--- src/rtl/dkong_audio_mixer_if.sv ---
// Channel bus into the soundboard mixer and the mixed sample stream out of it.
// The master drives channel data/gain/mute; the slave (mixer) returns the sample and strobe.
interface dkong_audio_mixer_if #(
  parameter int CHANNELS = 4,
  parameter int IN_W     = 16,
  parameter int GAIN_W   = 8,
  parameter int OUT_W    = 16
);
  logic        [CHANNELS*IN_W-1:0]   I_CH_DAT;
  logic        [CHANNELS*GAIN_W-1:0] I_CH_GAIN;
  logic        [CHANNELS-1:0]        I_CH_MUTE;
  logic signed [OUT_W-1:0]           O_SOUND_DAT;
  logic                              O_SAMPLE_EN;
  logic                              O_CLIP;

  modport master (
    output I_CH_DAT, I_CH_GAIN, I_CH_MUTE,
    input  O_SOUND_DAT, O_SAMPLE_EN, O_CLIP
  );

  modport slave (
    input  I_CH_DAT, I_CH_GAIN, I_CH_MUTE,
    output O_SOUND_DAT, O_SAMPLE_EN, O_CLIP
  );
endinterface

--- src/rtl/dkong_audio_mixer.sv ---
// Time-multiplexed gain/mute/saturating mixer: one multiply per cycle, one output sample per DIV cycles.
// Latency: capture edge E, sample and one-cycle strobe at E+CHANNELS+1; no backpressure, output is held.
module dkong_audio_mixer #(
  parameter int CHANNELS    = 4,
  parameter int IN_W        = 16,
  parameter int GAIN_W      = 8,
  parameter int OUT_W       = 16,
  parameter int CLOCK_RATE  = 24000000,
  parameter int SAMPLE_RATE = 48000
) (
  input  logic I_CLK,
  input  logic I_RST,
  dkong_audio_mixer_if.slave bus
);
  localparam int DIV    = CLOCK_RATE / SAMPLE_RATE;
  localparam int CNT_W  = (DIV > 1) ? $clog2(DIV) : 1;
  localparam int IDX_W  = (CHANNELS > 1) ? $clog2(CHANNELS) : 1;
  localparam int PROD_W = IN_W + GAIN_W + 1;
  localparam int ACC_W  = IN_W + GAIN_W + $clog2(CHANNELS) + 1;

  localparam logic signed [ACC_W-1:0] MAX_V = {{(ACC_W-OUT_W+1){1'b0}}, {(OUT_W-1){1'b1}}};
  localparam logic signed [ACC_W-1:0] MIN_V = {{(ACC_W-OUT_W+1){1'b1}}, {(OUT_W-1){1'b0}}};

  if (DIV < CHANNELS + 3) begin : g_bad_div
    $error("dkong_audio_mixer: CLOCK_RATE/SAMPLE_RATE must be at least CHANNELS+3");
  end

  typedef enum logic [1:0] {S_IDLE, S_ACC, S_SAT} state_t;

  state_t                   state_q;
  logic [CNT_W-1:0]         cnt_q;
  logic [IDX_W-1:0]         idx_q;
  logic signed [ACC_W-1:0]  acc_q;
  logic signed [IN_W-1:0]   snap_dat_q  [CHANNELS];
  logic [GAIN_W-1:0]        snap_gain_q [CHANNELS];
  logic                     snap_mute_q [CHANNELS];
  logic signed [OUT_W-1:0]  sound_q;
  logic                     sample_en_q;
  logic                     clip_q;

  logic                     tick;
  logic signed [PROD_W-1:0] prod_d;
  logic signed [ACC_W-1:0]  acc_d;
  logic signed [ACC_W-1:0]  scaled;
  logic signed [OUT_W-1:0]  sound_d;
  logic                     clip_d;

  assign tick = (cnt_q == CNT_W'(DIV - 1));

  // Gain is unsigned; a zero MSB keeps it positive in the signed multiply.
  always_comb begin
    prod_d = '0;
    if (!snap_mute_q[idx_q]) begin
      prod_d = PROD_W'(snap_dat_q[idx_q]) * PROD_W'($signed({1'b0, snap_gain_q[idx_q]}));
    end
    acc_d = acc_q + ACC_W'(prod_d);
  end

  always_comb begin
    scaled  = acc_q >>> (GAIN_W - 1);
    sound_d = OUT_W'(scaled);
    clip_d  = 1'b0;
    if (scaled > MAX_V) begin
      sound_d = OUT_W'(MAX_V);
      clip_d  = 1'b1;
    end else if (scaled < MIN_V) begin
      sound_d = OUT_W'(MIN_V);
      clip_d  = 1'b1;
    end
  end

  always_ff @(posedge I_CLK or posedge I_RST) begin
    if (I_RST) begin
      state_q     <= S_IDLE;
      cnt_q       <= '0;
      idx_q       <= '0;
      acc_q       <= '0;
      sound_q     <= '0;
      sample_en_q <= 1'b0;
      clip_q      <= 1'b0;
      for (int k = 0; k < CHANNELS; k++) begin
        snap_dat_q[k]  <= '0;
        snap_gain_q[k] <= '0;
        snap_mute_q[k] <= 1'b0;
      end
    end else begin
      cnt_q       <= tick ? '0 : cnt_q + CNT_W'(1);
      sample_en_q <= 1'b0;
      case (state_q)
        S_IDLE: begin
          if (tick) begin
            for (int k = 0; k < CHANNELS; k++) begin
              snap_dat_q[k]  <= bus.I_CH_DAT[k*IN_W +: IN_W];
              snap_gain_q[k] <= bus.I_CH_GAIN[k*GAIN_W +: GAIN_W];
              snap_mute_q[k] <= bus.I_CH_MUTE[k];
            end
            acc_q   <= '0;
            idx_q   <= '0;
            state_q <= S_ACC;
          end
        end
        S_ACC: begin
          acc_q <= acc_d;
          idx_q <= idx_q + IDX_W'(1);
          if (idx_q == IDX_W'(CHANNELS - 1)) begin
            state_q <= S_SAT;
          end
        end
        S_SAT: begin
          sound_q     <= sound_d;
          clip_q      <= clip_d;
          sample_en_q <= 1'b1;
          state_q     <= S_IDLE;
        end
        default: state_q <= S_IDLE;
      endcase
    end
  end

  assign bus.O_SOUND_DAT = sound_q;
  assign bus.O_SAMPLE_EN = sample_en_q;
  assign bus.O_CLIP      = clip_q;
endmodule

--- src/flat_wrapper.sv ---
// flat-port wrapper written by rule: the top's interface ports become plain ports
module dkong_audio_mixer_flat 
#(
  parameter int CHANNELS    = 4,
  parameter int IN_W        = 16,
  parameter int GAIN_W      = 8,
  parameter int OUT_W       = 16,
  parameter int CLOCK_RATE  = 24000000,
  parameter int SAMPLE_RATE = 48000
)
  (I_CLK, I_RST, bus_I_CH_DAT, bus_I_CH_GAIN, bus_I_CH_MUTE, bus_O_SOUND_DAT, bus_O_SAMPLE_EN, bus_O_CLIP);
  dkong_audio_mixer_if #(.CHANNELS(CHANNELS), .IN_W(IN_W), .GAIN_W(GAIN_W), .OUT_W(OUT_W)) bus_i ();
  input  logic I_CLK;
  input  logic I_RST;
  input wire logic [$bits(bus_i.I_CH_DAT)-1:0] bus_I_CH_DAT;
  input wire logic [$bits(bus_i.I_CH_GAIN)-1:0] bus_I_CH_GAIN;
  input wire logic [$bits(bus_i.I_CH_MUTE)-1:0] bus_I_CH_MUTE;
  output wire logic [$bits(bus_i.O_SOUND_DAT)-1:0] bus_O_SOUND_DAT;
  output wire logic [$bits(bus_i.O_SAMPLE_EN)-1:0] bus_O_SAMPLE_EN;
  output wire logic [$bits(bus_i.O_CLIP)-1:0] bus_O_CLIP;
  assign bus_i.I_CH_DAT = bus_I_CH_DAT;
  assign bus_i.I_CH_GAIN = bus_I_CH_GAIN;
  assign bus_i.I_CH_MUTE = bus_I_CH_MUTE;
  assign bus_O_SOUND_DAT = bus_i.O_SOUND_DAT;
  assign bus_O_SAMPLE_EN = bus_i.O_SAMPLE_EN;
  assign bus_O_CLIP = bus_i.O_CLIP;
  dkong_audio_mixer #(.CHANNELS(CHANNELS), .IN_W(IN_W), .GAIN_W(GAIN_W), .OUT_W(OUT_W), .CLOCK_RATE(CLOCK_RATE), .SAMPLE_RATE(SAMPLE_RATE)) u_core (.I_CLK(I_CLK), .I_RST(I_RST), .bus(bus_i));
endmodule
--- config.mk ---
export PLATFORM = sky130hd
export DESIGN_NAME = dkong_audio_mixer_flat
export DESIGN_NICKNAME = d
export VERILOG_FILES = /design/src/rtl/dkong_audio_mixer_if.sv /design/src/rtl/dkong_audio_mixer.sv /design/src/flat_wrapper.sv
export SDC_FILE = /design/constraint.sdc
export NUM_CORES = 1
export LEC_CHECK = 0
export CAP_MARGIN = 20
export CORE_MARGIN = 5
export CORE_UTILIZATION = 50
export CTS_CLUSTER_DIAMETER = 80
export CTS_CLUSTER_SIZE = 40
export DETAILED_ROUTE_END_ITERATION = 10
export PLACE_DENSITY = 0.82
export RECOVER_POWER = 100
export SLEW_MARGIN = 25
export SYNTH_ARGS = -nofsm -noshare
export SYNTH_HDL_FRONTEND = slang
export SYNTH_SLANG_ARGS = --single-unit
--- constraint.sdc ---
create_clock -name I_CLK -period 13.7 [get_ports I_CLK]
set_clock_uncertainty 0.2 [all_clocks]
set_input_delay 2.055 -clock I_CLK [delete_from_list [all_inputs] [get_ports I_CLK]]
set_output_delay 2.055 -clock I_CLK [all_outputs]
set_load 0.02 [all_outputs]
# Word level (Yosys, flattened, before mapping)
# Index checks and enable logic that the tools add are counted.
# Widths: inputs -> output; s select.
# word_totals
reg_bits	158
input_bits	102
# classes
addsub	3
mul	1
order_cmp	3
eq_ne	6
muxes	23
n_bitwise	1
reduce_logical	5
# op_table
cell	count
$mux 16	4
$pmux 27 s2	1
$bmux 16 s2	1
$add 27x25->27	1
$mux 27	1
$mul 16x9->25	1
$mux 25	1
$gt 20x16->1 const B	1
$lt 20x16->1 const B	1
$bmux 8 s2	1
$mux 8	2
$add 9x1->9 const B	1
$eq 9x9->1 const B	1
$mux 9	1
$pmux 2 s2	2
$mux 2	3
$reduce_and 2->1	3
$mux 1	5
$eq 2x2->1 const B	2
$ne 2x1->1 const B	2
$ge 3x3->1 const B	1
$not 2->3	1
$add 2x1->2 const B	1
$bmux 1 s2	1
3 further kinds	3

# Longest topological paths before layout
# Gate-level depths: netlist (run 1).
# depth
depth_word	8
depth_mapped	34
depth_no_buf	31

# Least setup slack after synthesis (run 1)
# No wires, ideal clock.
# synth_path
kind	register to register
from	reg u_core.idx_q[0]
to	reg u_core.acc_q[26]
setup_ns	0.083
arrival_ns	7.503
required_time_ns	13.417
setup_slack_ns	5.914
path_stages_with_launch	30
path_buffers	2
period_less_slack_ns	7.786
path_cell_list	dfrtp_1 > buf_2 > buf_2 > mux4_2 > and2_1 > fa_1 > inv_1 > fa_1 > inv_1 > fa_1 > inv_1 > fa_1 > inv_1 > ha_1 > a21o_1 > a21o_1 > a21o_1 > and2_2 > nor2_1 > o21ai_0 > o31ai_1 > mux2_2 > ha_1 > and2_1 > a221o_1 > a311o_1 > a21oi_1 > mux2i_1 > or3_1 > o21ai_0
# synth_via
elab_chain_cells	8
# synth_rtl
item	line_no	text
start: declaration	dkong_audio_mixer.sv:32	logic [IDX_W-1:0] idx_q;
start signal: assignment	dkong_audio_mixer.sv:104	idx_q <= idx_q + IDX_W'(1);
$not 2->3 (implied by the code) (*)	dkong_audio_mixer.sv:53, dkong_audio_mixer.sv:54	
$bmux 16 s2 or $bmux 8 s2 (tied branches)	dkong_audio_mixer.sv:54	prod_d = PROD_W'(snap_dat_q[idx_q]) * PROD_W'($signed({1'b0, snap_gain_q[idx_q]}));
$mux 16 (implied by the code) or $mux 8 (tied branches) (2 in a row)	dkong_audio_mixer.sv:54	
$mul 16x9->25	dkong_audio_mixer.sv:54	
$mux 25 (*)	dkong_audio_mixer.sv:53	if (!snap_mute_q[idx_q]) begin
$add 27x25->27 (*)	dkong_audio_mixer.sv:56	acc_d = acc_q + ACC_W'(prod_d);
$pmux 27 s2 (*)	dkong_audio_mixer.sv:89	case (state_q)
end signal: assignment	dkong_audio_mixer.sv:77	acc_q <= '0;
end signal: assignment	dkong_audio_mixer.sv:97	acc_q <= '0;
end signal: assignment	dkong_audio_mixer.sv:103	acc_q <= acc_d;
end: declaration	dkong_audio_mixer.sv:33	logic signed [ACC_W-1:0] acc_q;
# Mark *: on every way between the ends. The rest lies on a longest branch, timed or not. The select of a mux whose other input is x is not followed.
# A chain may end at the register's enable or synchronous reset.

# Worst setup path after layout (run 1)
# layout_path
from	reg u_core.idx_q[0]
to	reg u_core.acc_q[20]
# The elaborated chain is that of the path after synthesis.

==> impl_metrics.env, run 1 <==
export IMPL_synth_compound_area_frac=0.0877
export IMPL_core_area_um2=24500
export IMPL_ios=120
export IMPL_cts_tree="yes"
export IMPL_grt_antenna_before_repair=0
export IMPL_status="complete, but fails checks"
export IMPL_hold_viol=0
export IMPL_final_max_slew_viol_count=274
export IMPL_synth_top_cell_area_share=0.317
export IMPL_start_util=0.511
export IMPL_post_dp_cell_area_um2=14000
export IMPL_muxShareOfSynthArea=0.138
export IMPL_yosys_register_bits=158
export IMPL_antenna_cells=0
export IMPL_min_delay_start="u_core.bus.O_SOUND_DAT[7]"
export IMPL_crit_path_max_fanout=28
export IMPL_io_buffers=119
export IMPL_worst_slew_pin_slew_ns=4.28
export IMPL_die_x_um=168
export IMPL_end_kind="flop"
export IMPL_rows=57
export IMPL_syn_area_per_cell_um2=10.3
export IMPL_cts_setup_buffers=0
export IMPL_layout_common_cells="176 x inv_1, 157 x dfrtp_1, 143 x nand2_1"
export IMPL_worstSetupStartpointType="flop"
export IMPL_vias=8992
export IMPL_final_common_cell="inv_1"
export IMPL_min_to="u_core.bus.O_SOUND_DAT[7]"
export IMPL_dieArea_um2=28200
export IMPL_drt_iter0_drc=598
export IMPL_grt_pass1_wl_um=47800
export IMPL_hpwl_um=21900
export IMPL_r2r_end="u_core.acc_q[20]"
export IMPL_ant_nets=0
export IMPL_multi_input_area_um2=7680
export IMPL_cts_hold_buf=0
export IMPL_power_mw=1.00
export IMPL_synth_seq_area_share=0.317
export IMPL_fin_hold_ws_ns=0.261
export IMPL_ir_worst_vdd_mv=0.0885
export IMPL_synthesis_area_um2=12500
export IMPL_dr_pass1_iters=5
export IMPL_synth_warnings=0
export IMPL_drc=0
export IMPL_max_freq_ghz=0.110
export IMPL_wl_um=28400
export IMPL_via_per_inst=5.46
export IMPL_fin_util=0.594
export IMPL_cts_made_buffers=17
export IMPL_power_density_nw_per_um2=68.9
export IMPL_clockBufferDepth=2
export IMPL_required_ns=13.76
export IMPL_whs_path_depth=2
export IMPL_yosysUniqueCellTypes=59
export IMPL_seqCellArea_um2=3960
export IMPL_dominantRegCellSynth="dfrtp_1"
export IMPL_synth_edf_count=0
export IMPL_ff2ff_path_depth=26
export IMPL_place_congestion=0.903
export IMPL_hold_class="reg -> reg"
export IMPL_synthArstFlopShare=1.00
export IMPL_finalNetCount=1593
export IMPL_synth_top_family_by_area="adder cells"
export IMPL_synth_xor_area_frac=0.0302
export IMPL_min_period_ns=9.06
export IMPL_synth_area_leaders="dfrtp_1 32%, fa_1 17%, mux2_2 9.1%, ha_1 7.7%, inv_1 5.3%"
export IMPL_worstSetupPathType="reg -> reg"
export IMPL_rr_startpoint="u_core.idx_q[0]"
export IMPL_setup_tns_ns=0
export IMPL_crit_top_cell="o21ai_0"
export IMPL_crit_slowest_cell="dfrtp_1"
export IMPL_synth_area_leader_cell="dfrtp_1"
export IMPL_fillers=1976
export IMPL_setup_viol=0
export IMPL_worstPathArrival_ns=9.13
export IMPL_slew_headroom=-1.86
export IMPL_clkTransAtPathRegs_ns=0.08
export IMPL_die_h_um=168
export IMPL_period_share=0.662
export IMPL_overflow=0
export IMPL_final_cell_area_um2=14500
export IMPL_maxCapViolations=4
export IMPL_cts_resized=0
export IMPL_drive_gt1_frac=0.123
export IMPL_root_buffer="clkbuf_16"
export IMPL_synthCells=1208
export IMPL_synth_fa_ha_area_frac=0.243
export IMPL_syn_to_final_growth_pct=16.3
export IMPL_r2r_setup_slack_ns=4.64
export IMPL_p_leak_nw=7.37
export IMPL_htreeDepth=4
export IMPL_violations="max-capacitance violations, max-slew violations"
export IMPL_grt_pass1_vias=9639
export IMPL_yosys_area_share_simple=0.118
export IMPL_rsz0062_at_grt="false"
export IMPL_clock_sinks=158
export IMPL_worstSkewPairLatency_ns=0.43
export IMPL_cpPeakStageDelay_ns=1.45
export IMPL_grt_util_all_layers=0.207
export IMPL_grt_max_degree=91
export IMPL_syn_nets=1490
export IMPL_detail_route_wl_per_cell_um=17.3
==> cells in the mapped netlist, types with 9 or more instances <==
master and n:
a21o_1 13, a21oi_1 39, and2_1 64, buf_2 14, clkbuf_1 24, dfrtp_1 158, fa_1 103, ha_1 77
inv_1 177, mux2_2 101, mux4_2 25, nand2_1 143, nand3_1 9, nor2_1 38, nor2b_1 15, o21ai_0 66
xnor2_1 22, xor2_1 21
==> registers in the layout, summed over array words and instances, names as in the netlist, 2 cells and up <==
| name | flops |
|---|---|
| u_core.snap_dat_q | 64 |
| u_core.snap_gain_q | 32 |
| u_core.acc_q | 27 |
| u_core.bus.O_SOUND_DAT | 16 |
| u_core.cnt_q | 9 |
| u_core.snap_mute_q | 4 |
| u_core.idx_q | 2 |
| u_core.state_q | 2 |
==> per-layer routing <==
metal / vias to the layer above / wire (um) / share of wire / track usage
li1: 4194 / - / - / -
met1: 4468 / 12500 / 0.44 / 0.280
met2: 275 / 13500 / 0.47 / 0.334
met3: 55 / 1710 / 0.060 / 0.0460
met4: 0 / 804 / 0.028 / 0.0660
met5: - / 0 / 0 / 0
==> area by class of cell <==
cell class	count	share of cell area
sequential	158	0.272
tap	324	0.0279
timing repair buffer	124	0.0833
clock inverter	15	0.0133
multi-input combinational	833	0.528
inverter	177	0.0458
clock buffer	17	0.0293
==> through the flow <==
stage	std cells	setup slack, ns
after floorplan	1208	5.91
after CTS	1648	5.25
after detailed placement	1616	5.31
final	1648	4.64
after global routing	1648	4.01
after global placement	1616	5.45
==> cell families (layout without fill, tap and decap cells) <==
logic type	count (synthesis)	in the layout
fa+ha+maj	181	181
compound gates	173	173
buf+inv	217	333
simple gates	308	308
flops	158	158
mux	128	128
xor+xnor	43	43
==> report_power, final <==
part | switching, mW | leakage (nW) | internal (mW)
clock | 0.231 | 0.301 | 0.264
sequential | 0 | 2.19 | 0.466
combinational | 0.0151 | 4.87 | 0.0253
total | 0.246 | 7.37 | 0.756
==> how the worst max path moves through the flow <==
stage                    startpoint                to  cells past startpoint
detailed placement  u_core.idx_q[0]  u_core.acc_q[26]                     27
CTS                 u_core.idx_q[0]  u_core.acc_q[26]                     27
finish              u_core.idx_q[0]  u_core.acc_q[20]                     26
global placement    u_core.idx_q[0]  u_core.acc_q[26]                     27
global route        u_core.idx_q[0]  u_core.acc_q[20]                     26
floorplan           u_core.idx_q[0]  u_core.acc_q[26]                     29
==> worst max-delay path, delay by kind of cell (launching register included) <==
family / cells / cell delay (ns)
AO/OA/AOI/OAI: 11 / 3.01
flip-flops: 1 / 1.45
XOR/XNOR: 2 / 0.38
adder cells (fa/ha/maj): 6 / 2.48
buffers and inverters: 3 / 0.21
multiplexers: 1 / 0.81
AND/OR/NAND/NOR: 3 / 0.34
Note: power is estimated with default switching activity, not from simulation.
==> run 2, diff against run 1 <==
--- a/config.mk
+++ b/config.mk
@@ -11,7 +11,7 @@
 export CTS_CLUSTER_DIAMETER = 80
 export CTS_CLUSTER_SIZE = 40
 export DETAILED_ROUTE_END_ITERATION = 10
-export PLACE_DENSITY = 0.82
+export PLACE_DENSITY = 0.85
 export RECOVER_POWER = 100
 export SLEW_MARGIN = 25
 export SYNTH_ARGS = -nofsm -noshare
==> constraint.sdc (replaced) <==
create_clock -name I_CLK -period 8.3 [get_ports I_CLK]
set_clock_uncertainty 0.2 [all_clocks]
set_input_delay 1.245 -clock I_CLK [delete_from_list [all_inputs] [get_ports I_CLK]]
set_output_delay 1.245 -clock I_CLK [all_outputs]
set_load 0.02 [all_outputs]
==> run 2 against run 1 <==
Net effect: the run still ends with max-capacitance violations, max-slew violations left; utilization increased by 0.33 points; critical path depth up 3; global-route usage rose by 0.63 points; die area is the same; flip-flop and latch count did not move; sequential share of layout area fell by 0.15 points; first-iteration DRC count is 1.3% lower; worst setup slack got worse by 4.3 ns; wire length up 3.0%; worst hold slack worse by 0.0030 ns; non-clock buffer count is 8 higher.
==> impl_metrics.env, run 2 (synthesized netlist as in run 1, its figures left out) <==
export IMPL_status="complete, but fails checks"
export IMPL_violations="max-capacitance violations, max-slew violations"
export IMPL_crit_start="u_core.idx_q[0]"
export IMPL_worst_slew_pin_slew_ns=4.72
export IMPL_max_freq_ghz=0.126
export IMPL_power_frac_clock=0.497
export IMPL_min_period_ns=7.92
export IMPL_regMostFlops="u_core.snap_dat_q"
export IMPL_ios=120
export IMPL_clkTransAtPathRegs_ns=0.07
export IMPL_slew_headroom=-2.15
export IMPL_place_congestion=0.990
export IMPL_r2r_end="u_core.acc_q[26]"
export IMPL_finalNetCount=1601
export IMPL_crit_end="u_core.acc_q[26]"
export IMPL_grt_pass1_vias=9768
export IMPL_ant_nets=0
export IMPL_crit_top_cell="fa_1"
export IMPL_via_per_inst=5.52
export IMPL_p_switching_uw=410
export IMPL_wl_um=29300
export IMPL_maxCapViolations=4
export IMPL_reg_top3="u_core.snap_dat_q x64, u_core.snap_gain_q x32, u_core.acc_q x27"
export IMPL_hold_class="reg -> reg"
export IMPL_htreeDepth=4
export IMPL_dieArea_um2=28200
export IMPL_cts_tree="yes"
export IMPL_worstSkewPairLatency_ns=0.45
export IMPL_setup_viol=0
export IMPL_required_ns=8.45
export IMPL_grt_pass1_wl_um=49000
export IMPL_period_share=0.955
export IMPL_antenna_cells=0
export IMPL_end_kind="flop"
export IMPL_detail_route_wl_per_cell_um=17.7
export IMPL_crit_buf_inv=5
export IMPL_hpwl_um=21900
export IMPL_worstSetupPathType="reg -> reg"
export IMPL_swShare=0.247
export IMPL_crit_slowest_cell="mux4_2"
export IMPL_start_util=0.511
export IMPL_power_density_nw_per_um2=114
export IMPL_final_max_slew_viol_count=285
export IMPL_final_common_cell="inv_1"
export IMPL_setup_tns_ns=0
export IMPL_clock_sinks=158
export IMPL_drc=0
export IMPL_cts_made_buffers=17
export IMPL_seqCellArea_um2=3960
export IMPL_core_area_um2=24500
export IMPL_fillers=1881
export IMPL_syn_to_final_growth_pct=17.0
export IMPL_p_comb_frac=0.040
export IMPL_r2r_setup_slack_ns=0.38
export IMPL_cp_depth=29
export IMPL_fin_hold_ws_ns=0.258
export IMPL_vias=9149
export IMPL_ir_worst_vdd_mv=0.119
export IMPL_clockBufferDepth=2
export IMPL_grt_max_degree=94
export IMPL_largest_register_ffs=64
export IMPL_p_seq_frac=0.463
export IMPL_root_buffer="clkbuf_16"
export IMPL_grt_util_all_layers=0.213
export IMPL_cts_hold_buf=0
export IMPL_die_h_um=168
export IMPL_multi_input_area_um2=7700
export IMPL_hold_viol=0
export IMPL_internal_power_mw=1.25
export IMPL_drive_gt1_frac=0.133
export IMPL_post_dp_cell_area_um2=14000
export IMPL_p_leak_nw=7.45
export IMPL_rsz0062_at_grt="false"
export IMPL_grt_antenna_before_repair=0
export IMPL_rows=57
export IMPL_rr_startpoint="u_core.idx_q[0]"
export IMPL_final_cell_area_um2=14600
export IMPL_io_buffers=119
export IMPL_worstSetupStartpointType="flop"
export IMPL_crit_path_max_fanout=8
export IMPL_die_x_um=168
export IMPL_layout_common_cells="176 x inv_1, 157 x dfrtp_1, 143 x nand2_1"
export IMPL_drt_iter0_drc=590
export IMPL_cpPeakStageDelay_ns=0.64
export IMPL_dr_pass1_iters=5
export IMPL_worstPathArrival_ns=8.07
export IMPL_post_route_worst_setup_slack_ns=0.377
export IMPL_overflow=0
export IMPL_ff2ff_path_depth=29
export IMPL_crit_family="adder cells"
export IMPL_post_place_ws_ns=0.401
run 2: how the worst min path moves through the flow:
stage                               startpoint                    endpoint  slack (ns)  cells after the start
floorplan                      u_core.cnt_q[0]             u_core.cnt_q[0]        0.23                      1
global placement               u_core.cnt_q[0]             u_core.cnt_q[0]        0.25                      1
detailed placement             u_core.cnt_q[0]             u_core.cnt_q[0]        0.25                      1
CTS                            u_core.cnt_q[0]             u_core.cnt_q[0]        0.26                      1
global route                   u_core.cnt_q[0]             u_core.cnt_q[0]        0.27                      1
finish              u_core.bus.O_SOUND_DAT[12]  u_core.bus.O_SOUND_DAT[12]        0.26                      2
run 2: area by class of cell:
cell class              instances  area share
flip-flops and latches        158       0.271
clock inverters                14      0.0115
multi-input cells             833       0.527
inverters                     177      0.0456
well taps                     324      0.0277
clock buffers                  18      0.0301
repair buffers                132      0.0875
run 2: worst min-delay path: cells and delay by family, from the launching register on:
family	cells	cell delay [ns]
and+or+nand+nor	2	0.09
DFF	1	0.34
run 2: stage by stage:
stage | total power, mW | util | cells
after global routing | 1.71 | 0.597 | 1656
after CTS | 1.67 | 0.598 | 1653
after floorplan | 0.796 | - | 1208
final | 1.66 | 0.597 | 1656
after detailed placement | 0.851 | 0.573 | 1621
after global placement | 0.850 | 0.573 | 1621
run 2: per-layer routing:
metal,part of all wire,track usage
met1,0.42,0.279
met2,0.48,0.352
met4,0.028,0.0762
met3,0.067,0.0474
met5,0,0
run 2: timing repair:
action / in CTS / in global routing
setup buffers: 0 / 3
resized for setup: 0 / 2
hold endpoints to repair: 0 / 0
endpoints found under the setup margin: 0 / 2
run 2: power by group through the flow:
stage	sequential (mW)	clock [mW]	combinational (mW)
after global placement	0.784	0	0.0660
after detailed placement	0.784	0	0.0671
after CTS	0.769	0.835	0.0680
final	0.770	0.826	0.0664
after global routing	0.769	0.865	0.0718
after floorplan	0.785	0	0.0115
